--- src/rtl/mux_n_to_1_scan_reg.sv ---
// Registered N-channel, W-bit multiplexer with manual select and self-stepping scan mode.
// All outputs are registered; en=0 freezes every piece of state.
module mux_n_to_1_scan_reg #(
    parameter int WIDTH    = 8,
    parameter int CHANNELS = 4,
    parameter int SEL_W    = 2,
    parameter int DWELL    = 4
) (
    input  logic                      clk,
    input  logic                      rst_n,
    input  logic [CHANNELS*WIDTH-1:0] data_in,
    input  logic [SEL_W-1:0]          sel,
    input  logic                      mode,
    input  logic                      en,
    output logic [WIDTH-1:0]          m,
    output logic [SEL_W-1:0]          ch,
    output logic                      valid,
    output logic                      sel_err
);

    typedef enum logic [1:0] {
        IDLE   = 2'd0,
        MANUAL = 2'd1,
        SCAN   = 2'd2
    } state_t;

    localparam logic [SEL_W:0]   CH_LIM   = (SEL_W+1)'(CHANNELS);
    localparam logic [SEL_W-1:0] CH_LAST  = SEL_W'(CHANNELS - 1);
    localparam logic [7:0]       CNT_LAST = 8'(DWELL - 1);

    state_t           state;
    logic [7:0]       cnt;

    logic             sel_ok;
    logic             scan_adv;
    logic [SEL_W-1:0] scan_ch_next;
    logic [7:0]       scan_cnt_next;
    logic [SEL_W-1:0] mux_idx;
    logic [WIDTH-1:0] mux_data;

    // Entering SCAN from any other state always lands on channel 0 with a fresh count.
    always_comb begin
        sel_ok        = ({1'b0, sel} < CH_LIM);
        scan_adv      = (state == SCAN) && (cnt == CNT_LAST);
        scan_ch_next  = ch;
        scan_cnt_next = cnt + 8'd1;
        if (state != SCAN) begin
            scan_ch_next  = '0;
            scan_cnt_next = '0;
        end else if (scan_adv) begin
            scan_ch_next  = (ch == CH_LAST) ? '0 : ch + SEL_W'(1);
            scan_cnt_next = '0;
        end
    end

    always_comb begin
        mux_idx  = mode ? scan_ch_next : sel;
        mux_data = '0;
        for (int unsigned k = 0; k < CHANNELS; k++) begin
            if (mux_idx == SEL_W'(k)) begin
                mux_data = data_in[k*WIDTH +: WIDTH];
            end
        end
    end

    always_ff @(posedge clk or negedge rst_n) begin
        if (!rst_n) begin
            state   <= IDLE;
            cnt     <= '0;
            m       <= '0;
            ch      <= '0;
            valid   <= 1'b0;
            sel_err <= 1'b0;
        end else if (en) begin
            valid <= 1'b1;
            if (mode) begin
                state   <= SCAN;
                cnt     <= scan_cnt_next;
                ch      <= scan_ch_next;
                m       <= mux_data;
                sel_err <= 1'b0;
            end else begin
                state <= MANUAL;
                cnt   <= '0;
                if (sel_ok) begin
                    m       <= mux_data;
                    ch      <= sel;
                    sel_err <= 1'b0;
                end else begin
                    m       <= '0;
                    ch      <= '0;
                    sel_err <= 1'b1;
                end
            end
        end
    end

endmodule

--- config.mk ---
export PLATFORM = sky130hd
export DESIGN_NAME = mux_n_to_1_scan_reg
export DESIGN_NICKNAME = d
export VERILOG_FILES = /design/src/rtl/mux_n_to_1_scan_reg.sv
export SDC_FILE = /design/constraint.sdc
export NUM_CORES = 1
export LEC_CHECK = 0
export CAP_MARGIN = 10
export CORE_MARGIN = 1.5
export CORE_UTILIZATION = 43
export DETAILED_ROUTE_END_ITERATION = 6
export PLACE_DENSITY = 0.82
export SLEW_MARGIN = 20
export SYNTH_ARGS = -nofsm -noshare
export SYNTH_HDL_FRONTEND = slang
export SYNTH_SLANG_ARGS = --single-unit
--- constraint.sdc ---
create_clock -name clk -period 2.9 [get_ports clk]
set_clock_uncertainty 0.05 [all_clocks]
set_input_delay 0.29 -clock clk [delete_from_list [all_inputs] [get_ports clk]]
set_output_delay 0.29 -clock clk [all_outputs]
set_load 0.1 [all_outputs]
# Word-level counts from Yosys, hierarchy flattened

Index checks and enable logic that the tools add are counted.

Bits in registers: 21
Output and inout port bits: 12

Add/subtract/negate cells: 2
Equal/unequal tests: 7
Muxes and demuxes: 12
Reduce and logical (&&, ||, !) cells: 2

Operator list:

| cell                  | number |
|---|---|
| $mux W8               | 7 |
| $mux W2               | 5 |
| $add A8 B1 Y8 const B | 1 |
| $eq A2 B2 Y1 const B  | 4 |
| $eq A8 B2 Y1 const B  | 1 |
| $add A2 B1 Y2 const B | 1 |
| $eq A2 B1 Y1 const B  | 1 |
| $logic_not A2 Y1      | 1 |
| $ne A2 B2 Y1 const B  | 1 |
| $logic_and A1 B1 Y1   | 1 |

# Depth between registers and ports, before layout

Gate-level depths: netlist (run 1).

Depth in word-level cells: 10
Depth in mapped cells: 7
Depth with buffers taken out: 6

# Worst setup path before layout (run 1)

Ideal clock, no wire load.

Kind: flip-flop to flip-flop
Start point: register ch[0]
End point: register m[0]
Setup time: 0.171 ns
Arrival: 2.399 ns
Path slack: 0.281 ns
Cell stages (with the launch flop): 8
Buffers on the path: 1
Path through: dfrtp_1 -> ha_1 -> inv_1 -> or4_4 -> and2_1 -> buf_6 -> a221oi_1 -> a211oi_1

Longest elaborated chain between the ends: 10

Ends and longest elaborated chain:

| what                                                 | line | text |
|---|---|---|
| start: declaration                                   | 16   | `output logic [SEL_W-1:0] ch,` |
| start signal: assignment                             | 79   | `ch <= scan_ch_next;` |
| start signal: assignment                             | 87   | `ch <= sel;` |
| $add A2 B1 Y2 / $eq A2 B2 Y1 (equally long branches) | 51   | `scan_ch_next = (ch == CH_LAST) ? '0 : ch + SEL_W'(1);` |
| $mux W2                                              | 51   |  |
| $mux W2 (*)                                          | 50   | `end else if (scan_adv) begin` |
| $mux W2 (*)                                          | 47   | `if (state != SCAN) begin` |
| $mux W2 (*)                                          | 57   | `mux_idx = mode ? scan_ch_next : sel;` |
| $logic_not A2 Y1                                     | 60   | `if (mux_idx == SEL_W'(k)) begin` |
| $mux W8 (3 in a row)                                 | 60   |  |
| $mux W8 (*)                                          | 60   |  |
| end signal: assignment                               | 80   | `m <= mux_data;` |
| end signal: assignment                               | 86   | `m <= mux_data;` |
| end: declaration                                     | 15   | `output logic [WIDTH-1:0] m,` |

Every way passes the cells marked *; elsewhere a longest branch is shown, timed or not.
A chain may end at the register's enable or synchronous reset.

# Worst setup path after layout (run 1)

Start point: register cnt[0]
End point: register m[5]

Longest elaborated chain between the ends: 10

Ends and longest elaborated chain:

| what                     | line | text |
|---|---|---|
| start: declaration       | 32   | `logic [7:0] cnt;` |
| start signal: assignment | 78   | `cnt <= scan_cnt_next;` |
| $eq A8 B2 Y1 (*)         | 44   | `scan_adv = (state == SCAN) && (cnt == CNT_LAST);` |
| $logic_and A1 B1 Y1 (*)  | 44   |  |
| $mux W2 (*)              | 50   |  |
| $mux W2 (*)              | 47   |  |
| $mux W2 (*)              | 57   |  |
| $logic_not A2 Y1         | 60   |  |
| $mux W8 (3 in a row)     | 60   |  |
| $mux W8 (*)              | 60   |  |

Marks and branches as above.

==> flow_metrics.py, run 1 <==
metrics = {
    "global_routing": {
        "maximum_number_of_pins_on_one_net_before_global_route_repair": 22,
        "grt_pass1_vias": 1172,
        "number_of_antenna_violations_at_the_first_check_in_global_routing": 0,
        "grt_remaining_overflow": 0,
        "total_routing_usage_gr_pct": 20.30,
        "grt_first_pass_wirelength_um": 5188,
    },
    "drt": {
        "route.detailed.wl_per_inst_um": 15.12,
        "drt-initial-drc-count": 39,
        "dr_total_vias": 1225,
        "detail_route.vias_per_cell": 5.918,
        "routed_wirelength_um": 3129,
        "drc": 0,
        "first_pass_iters": 4,
        "detail-route-antenna-nets": 0,
    },
    "synthesis": {
        "synth_edf_count": 0,
        "synth_cell_types": 36,
        "synthesized_area_um2": 1276,
        "synthFlopType": "sky130_fd_sc_hd__dfrtp_1",
        "ys_async_sr_fraction_pct": 100.0,
        "synth_seq_area_share_pct": 41.18,
        "synthCells": 129,
        "postSynthRegisterBits": 21,
        "synth.net_count": 169,
        "avgSynthCellArea_um2": 9.893,
        "synth_top_area_cell": "sky130_fd_sc_hd__dfrtp_1",
        "synth_top_area_share_pct": 41.18,
        "yosys_warnings": 0,
        "ys_top_cells_by_area": "sky130_fd_sc_hd__dfrtp_1 (41%), sky130_fd_sc_hd__mux2i_1 (7.1%), sky130_fd_sc_hd__a221oi_1 (5.5%)",
    },
    "sta": {
        "report.final.slew_viol_count": 0,
        "worst-slew-pin-transition_ps": 913.1,
        "fin_tns_setup_ps": 0,
        "timing.final.ws_setup_ps": 300.9,
        "grt_setup_unrepaired": "no",
        "fmax_ghz": 0.3847,
        "report.final.hold_viol_count": 0,
        "layout_min_cycle_time_ps": 2599,
        "setup_viol_count_final": 0,
        "post-route-period-util_pct": 89.63,
        "max_slew_margin_pct": 38.94,
    },
    "place": {
        "place.detailed.hpwl_um": 2402,
        "placement.io_buffers": 48,
        "detailedPlace.worstSlack_ps": 405.9,
        "gp_congestion": 0.8555,
    },
    "cells_and_area": {
        "sequential_cell_area_um2": 525.5,
        "area_growth_syn_to_layout_pct": 37.25,
        "antenna_cells_inserted": 0,
        "layout.cells.most_common_list": "sky130_fd_sc_hd__clkdlybuf4s50_1 (37), sky130_fd_sc_hd__dfrtp_1 (21), sky130_fd_sc_hd__buf_4 (13), sky130_fd_sc_hd__o21ai_0 (10)",
        "fraction_of_layout_cells_with_a_size_suffix_above_1_pct": 14.20,
        "multi_input_comb_area_um2": 678.2,
        "final_common_cell": "sky130_fd_sc_hd__clkdlybuf4s50_1",
        "nFillCells": 224,
        "design.final.nets": 217,
    },
    "clocking": {
        "clock_sinks": 21,
        "ctsRootBufferMaster": "sky130_fd_sc_hd__clkbuf_4",
        "max-clock-path-buffers": 2,
        "worst_skew_pair.late_latency_ps": 310,
        "cts_made_buffers": 3,
        "cts-resized-gates": 0,
        "number_of_h_tree_branching_levels": 1,
        "post-cts-setup-buffers": 0,
        "cts.clk_slew.worst_paths_ps": 120,
        "tritoncts": "built",
        "cts.hold.buffers_added": 0,
    },
    "floorplan": {
        "die_x_um": 57.48,
        "fp.dieH_um": 57.48,
        "rows": 19,
        "initial_utilization_pct": 45.88,
        "core_area_um2": 2781,
        "design.portCount": 50,
        "die_area_um2": 3304,
    },
    "setup_path": {
        "worstSetupPathType": "reg -> reg",
        "timing.reg2reg.setup_slack_ps": 300,
        "critPathCaptureType": "register",
        "worst_ep_required_time_ps": 3050,
        "worst-path-max-fanout": 9,
        "critical_path_arrival_ps": 2750,
        "setup.worst_path.start_class": "register",
    },
    "worst_hold_path": {
        "hp-class": "in -> async",
    },
    "pwr": {
        "total_leakage_power_nw": 0.7233,
        "powerDensity_nw_per_um2": 463.0,
        "ir_drop_mv": 0.4138,
    },
    "status": {
        "outcome": "completed",
    },
    "flow_run": {
        "timing.max_cap.violations": 0,
    },
}
[worst max-delay path, stage by stage, from the launching register on]
cell,delay (ps)
sky130_fd_sc_hd__dfrtp_1,420
sky130_fd_sc_hd__ha_1,210
sky130_fd_sc_hd__or3b_2,510
sky130_fd_sc_hd__o21a_1,220
sky130_fd_sc_hd__o31ai_2,630
sky130_fd_sc_hd__a221oi_1,120
sky130_fd_sc_hd__a211oi_1,340
[area by class of cell]
type | instances | share of cell area, %
tap | 31 | 2.214
clock buffer | 4 | 1.500
timing repair buffer | 50 | 26.71
inverter | 4 | 0.8571
multi-input combinational | 97 | 38.71
sequential | 21 | 30.00
[logic make-up after synthesis]
| kind of cell | Yosys count | share of synthesized area, % |
|---|---|---|
| AO/OA/AOI/OAI | 37 | 20.78 |
| adder cells (fa/ha/maj) | 2 | 1.960 |
| buffers and inverters | 11 | 5.686 |
| flip-flops | 21 | 41.18 |
| multiplexers | 10 | 7.941 |
| other | 1 | 0.2938 |
| AND/OR/NAND/NOR | 47 | 22.16 |
[sequential cells by signal, summed over array words and instances, names as in the netlist]
| signal | count |
|---|---|
| ch | 2 |
| cnt | 8 |
| m | 8 |
| state | 2 |
| valid | 1 |
[Yosys cell counts, types with 2 or more instances]
cell type / instances
sky130_fd_sc_hd__o21ai_0: 10
sky130_fd_sc_hd__a211oi_1: 8
sky130_fd_sc_hd__or4_4: 2
sky130_fd_sc_hd__nand2b_1: 3
sky130_fd_sc_hd__buf_4: 2
sky130_fd_sc_hd__or2_2: 3
sky130_fd_sc_hd__clkbuf_1: 3
sky130_fd_sc_hd__ha_1: 2
sky130_fd_sc_hd__and2_1: 9
sky130_fd_sc_hd__nor2_1: 9
sky130_fd_sc_hd__nand2_1: 6
sky130_fd_sc_hd__dfrtp_1: 21
sky130_fd_sc_hd__and3_1: 3
sky130_fd_sc_hd__o31ai_1: 3
sky130_fd_sc_hd__mux2i_1: 9
sky130_fd_sc_hd__a221oi_1: 8
sky130_fd_sc_hd__inv_1: 4
sky130_fd_sc_hd__nor4_1: 2
sky130_fd_sc_hd__o2bb2ai_1: 2
sky130_fd_sc_hd__nand3_1: 3
sky130_fd_sc_hd__a31oi_1: 2
[per-stage QoR]
stage	total power [mW]	utilization [%]	hold slack, ps	cell area [um2]	cells
2_1_floorplan	0.5651	-	-55.59	1276	129
3_3_place_gp	0.6629	62.03	408.3	1725	203
3_5_place_dp	0.6695	62.03	406.4	1725	203
4_1_cts	0.8077	62.98	432.7	1752	207
5_1_grt	0.8413	62.98	456.0	1752	207
6_report	0.8110	62.98	428.6	1752	207
[power breakdown]
part	switching (mW)	internal, mW	total [mW]	leakage (nW)
Clock	0.0927	0.0537	0.146	0.0150
Sequential	0.0198	0.316	0.336	0.257
Combinational	0.222	0.106	0.328	0.451
Total	0.335	0.476	0.811	0.723
[layer usage]
| layer | share of wire [%] | global-route usage [%] | up-vias |
|---|---|---|---|
| met2 | 47 | 32.79 | 52 |
| met4 | 2.4 | 10.63 | 0 |
| met5 | 0 | 0 | - |
| met1 | 44 | 25.54 | 589 |
| li1 | - | - | 575 |
| met3 | 6.6 | 4.082 | 9 |
[worst paths after layout]
check	start	endpoint	cells past startpoint
worst max-delay path	cnt[0]	m[5]	6
worst min-delay path	rst_n	cnt[4]	1
worst max register to register	cnt[0]	m[5]	6
worst min register to register	valid	valid	1
max in group asynchronous	rst_n	valid	1
min in group clk	valid	valid	1
Power figures use the tool's default switching activity.
==> run 2: changes to the inputs <==
- GPL_TIMING_DRIVEN: unset -> 0
==> flow_metrics.py, run 2 (synthesized netlist as in run 1, its figures left out) <==
metrics = {
    "sta": {
        "layout_min_cycle_time_ps": 2618,
        "worst-slew-pin-transition_ps": 992.3,
        "fmax_ghz": 0.3820,
        "fin_hold_ws_ps": 426.7,
        "max_slew_margin_pct": 33.64,
        "setup_viol_count_final": 0,
        "post-route-period-util_pct": 90.27,
        "grt_setup_unrepaired": "no",
        "report.final.hold_viol_count": 0,
        "report.final.slew_viol_count": 0,
        "fin_tns_setup_ps": 0,
    },
    "clocking": {
        "cts_made_buffers": 3,
        "worst_skew_pair.late_latency_ps": 310,
        "cts.clk_slew.worst_paths_ps": 120,
        "tritoncts": "built",
        "post-cts-setup-buffers": 0,
        "number_of_h_tree_branching_levels": 1,
        "max-clock-path-buffers": 2,
        "ctsRootBufferMaster": "sky130_fd_sc_hd__clkbuf_4",
        "cts.hold.buffers_added": 0,
        "clock_sinks": 21,
        "cts-resized-gates": 0,
    },
    "floorplan": {
        "die_area_um2": 3304,
        "die_x_um": 57.48,
        "design.portCount": 50,
        "initial_utilization_pct": 45.88,
        "core_area_um2": 2781,
        "fp.dieH_um": 57.48,
        "rows": 19,
    },
    "pwr": {
        "ir_drop_mv": 0.3352,
        "total_leakage_power_nw": 0.7383,
        "powerDensity_nw_per_um2": 450.8,
    },
    "setup_path": {
        "worst-path-max-fanout": 9,
        "setup.worst_path.start_class": "register",
        "worst_ep_required_time_ps": 3010,
        "worstSetupPathType": "reg -> reg",
        "critPathCaptureType": "register",
        "critical_path_arrival_ps": 2730,
    },
    "cells_and_area": {
        "design.final.nets": 222,
        "fraction_of_layout_cells_with_a_size_suffix_above_1_pct": 9.945,
        "area_growth_syn_to_layout_pct": 43.33,
        "antenna_cells_inserted": 0,
        "reg_top3": "cnt (8), m (8)",
        "final_common_cell": "sky130_fd_sc_hd__clkdlybuf4s50_1",
        "nFillCells": 236,
        "post_layout_nonfiller_instances": 212,
        "layout.cells.most_common_list": "sky130_fd_sc_hd__clkdlybuf4s50_1 (48), sky130_fd_sc_hd__dfrtp_1 (21), sky130_fd_sc_hd__o21ai_0 (10)",
    },
    "drt": {
        "drt-initial-drc-count": 49,
        "detail-route-antenna-nets": 0,
        "drc": 0,
        "route.detailed.wl_per_inst_um": 14.96,
        "first_pass_iters": 4,
        "routed_wirelength_um": 3172,
        "detail_route.vias_per_cell": 5.698,
        "dr_total_vias": 1208,
    },
    "place": {
        "gp_congestion": 0.8400,
        "placement.io_buffers": 48,
        "placed_cells_incl_taps": 208,
        "place.detailed.hpwl_um": 2499,
    },
    "global_routing": {
        "number_of_antenna_violations_at_the_first_check_in_global_routing": 0,
        "grt_remaining_overflow": 0,
        "total_routing_usage_gr_pct": 20.66,
        "grt_pass1_vias": 1193,
        "maximum_number_of_pins_on_one_net_before_global_route_repair": 22,
        "grt_first_pass_wirelength_um": 5250,
    },
    "flow_run": {
        "timing.max_cap.violations": 0,
    },
    "status": {
        "outcome": "completed",
    },
    "worst_hold_path": {
        "hp-class": "in -> async",
    },
}
run 2: cell count changes in the layout (fill, tap and decap cells not counted):
cell                              change
sky130_fd_sc_hd__nor4_2               +1
sky130_fd_sc_hd__clkdlybuf4s50_1     +11
sky130_fd_sc_hd__buf_4               -11
sky130_fd_sc_hd__clkbuf_1             +2
sky130_fd_sc_hd__buf_12               +1
sky130_fd_sc_hd__clkinv_2             +1
sky130_fd_sc_hd__buf_6                +1
sky130_fd_sc_hd__nor4_1               -1
run 2: layer usage:
| metal | GRT usage, % | wire, um | up-vias |
|---|---|---|---|
| met5 | 0 | 0 | - |
| met3 | 4.762 | 239 | 4 |
| met2 | 35.71 | 1551 | 48 |
| met1 | 23.92 | 1325 | 572 |
| li1 | - | - | 584 |
| met4 | 9.967 | 56 | 0 |
run 2: final cells by class:
type	instances	area (um2)	area share (%)
Buffer	7	57.56	3.146
Clock buffer	3	22.52	1.231
Clock inverter	1	5.005	0.2736
Inverter	4	15.01	0.8208
Multi-Input combinational cell	97	684.4	37.41
Sequential cell	21	525.5	28.73
Tap cell	31	38.79	2.120
Timing Repair Buffer	48	480.5	26.27
run 2: path summary, 6_finish.rpt:
check                       start  slack [ps]      to  cells after the start
hold / removal              rst_n         430  cnt[7]                      1
min in group clk            valid         430   valid                      1
setup reg to reg           cnt[0]         280    m[0]                      7
setup / recovery           cnt[0]         280    m[0]                      7
max in group asynchronous   rst_n        1810   valid                      1
hold reg to reg             valid         430   valid                      1
run 2: metrics by stage:
step	power (mW)	cell area (um2)	worst slack, ps	util (%)
after CTS	0.8264	1829	319.5	65.77
final	0.8247	1829	282.1	65.77
after floorplan	0.5651	1276	280.6	-
after detailed placement	0.6851	1802	325.1	64.78
after global placement	0.6772	1795	191.9	64.55
after global routing	0.8543	1829	153.1	65.77
run 2: power by group:
group | leakage (nW) | switching [mW] | internal, mW | total [mW]
clock | 0.0177 | 0.0938 | 0.0515 | 0.145
sequential | 0.257 | 0.0182 | 0.316 | 0.335
combinational | 0.464 | 0.225 | 0.120 | 0.345
total | 0.738 | 0.337 | 0.488 | 0.825
run 2: worst max-delay path, cell delays in order (launching register included):
cell and delay, ps:
sky130_fd_sc_hd__dfrtp_1 410, sky130_fd_sc_hd__ha_1 210, sky130_fd_sc_hd__or3b_2 510, sky130_fd_sc_hd__or4_4 470, sky130_fd_sc_hd__and2_1 200, sky130_fd_sc_hd__buf_6 140
sky130_fd_sc_hd__a221oi_1 380, sky130_fd_sc_hd__a211oi_1 110
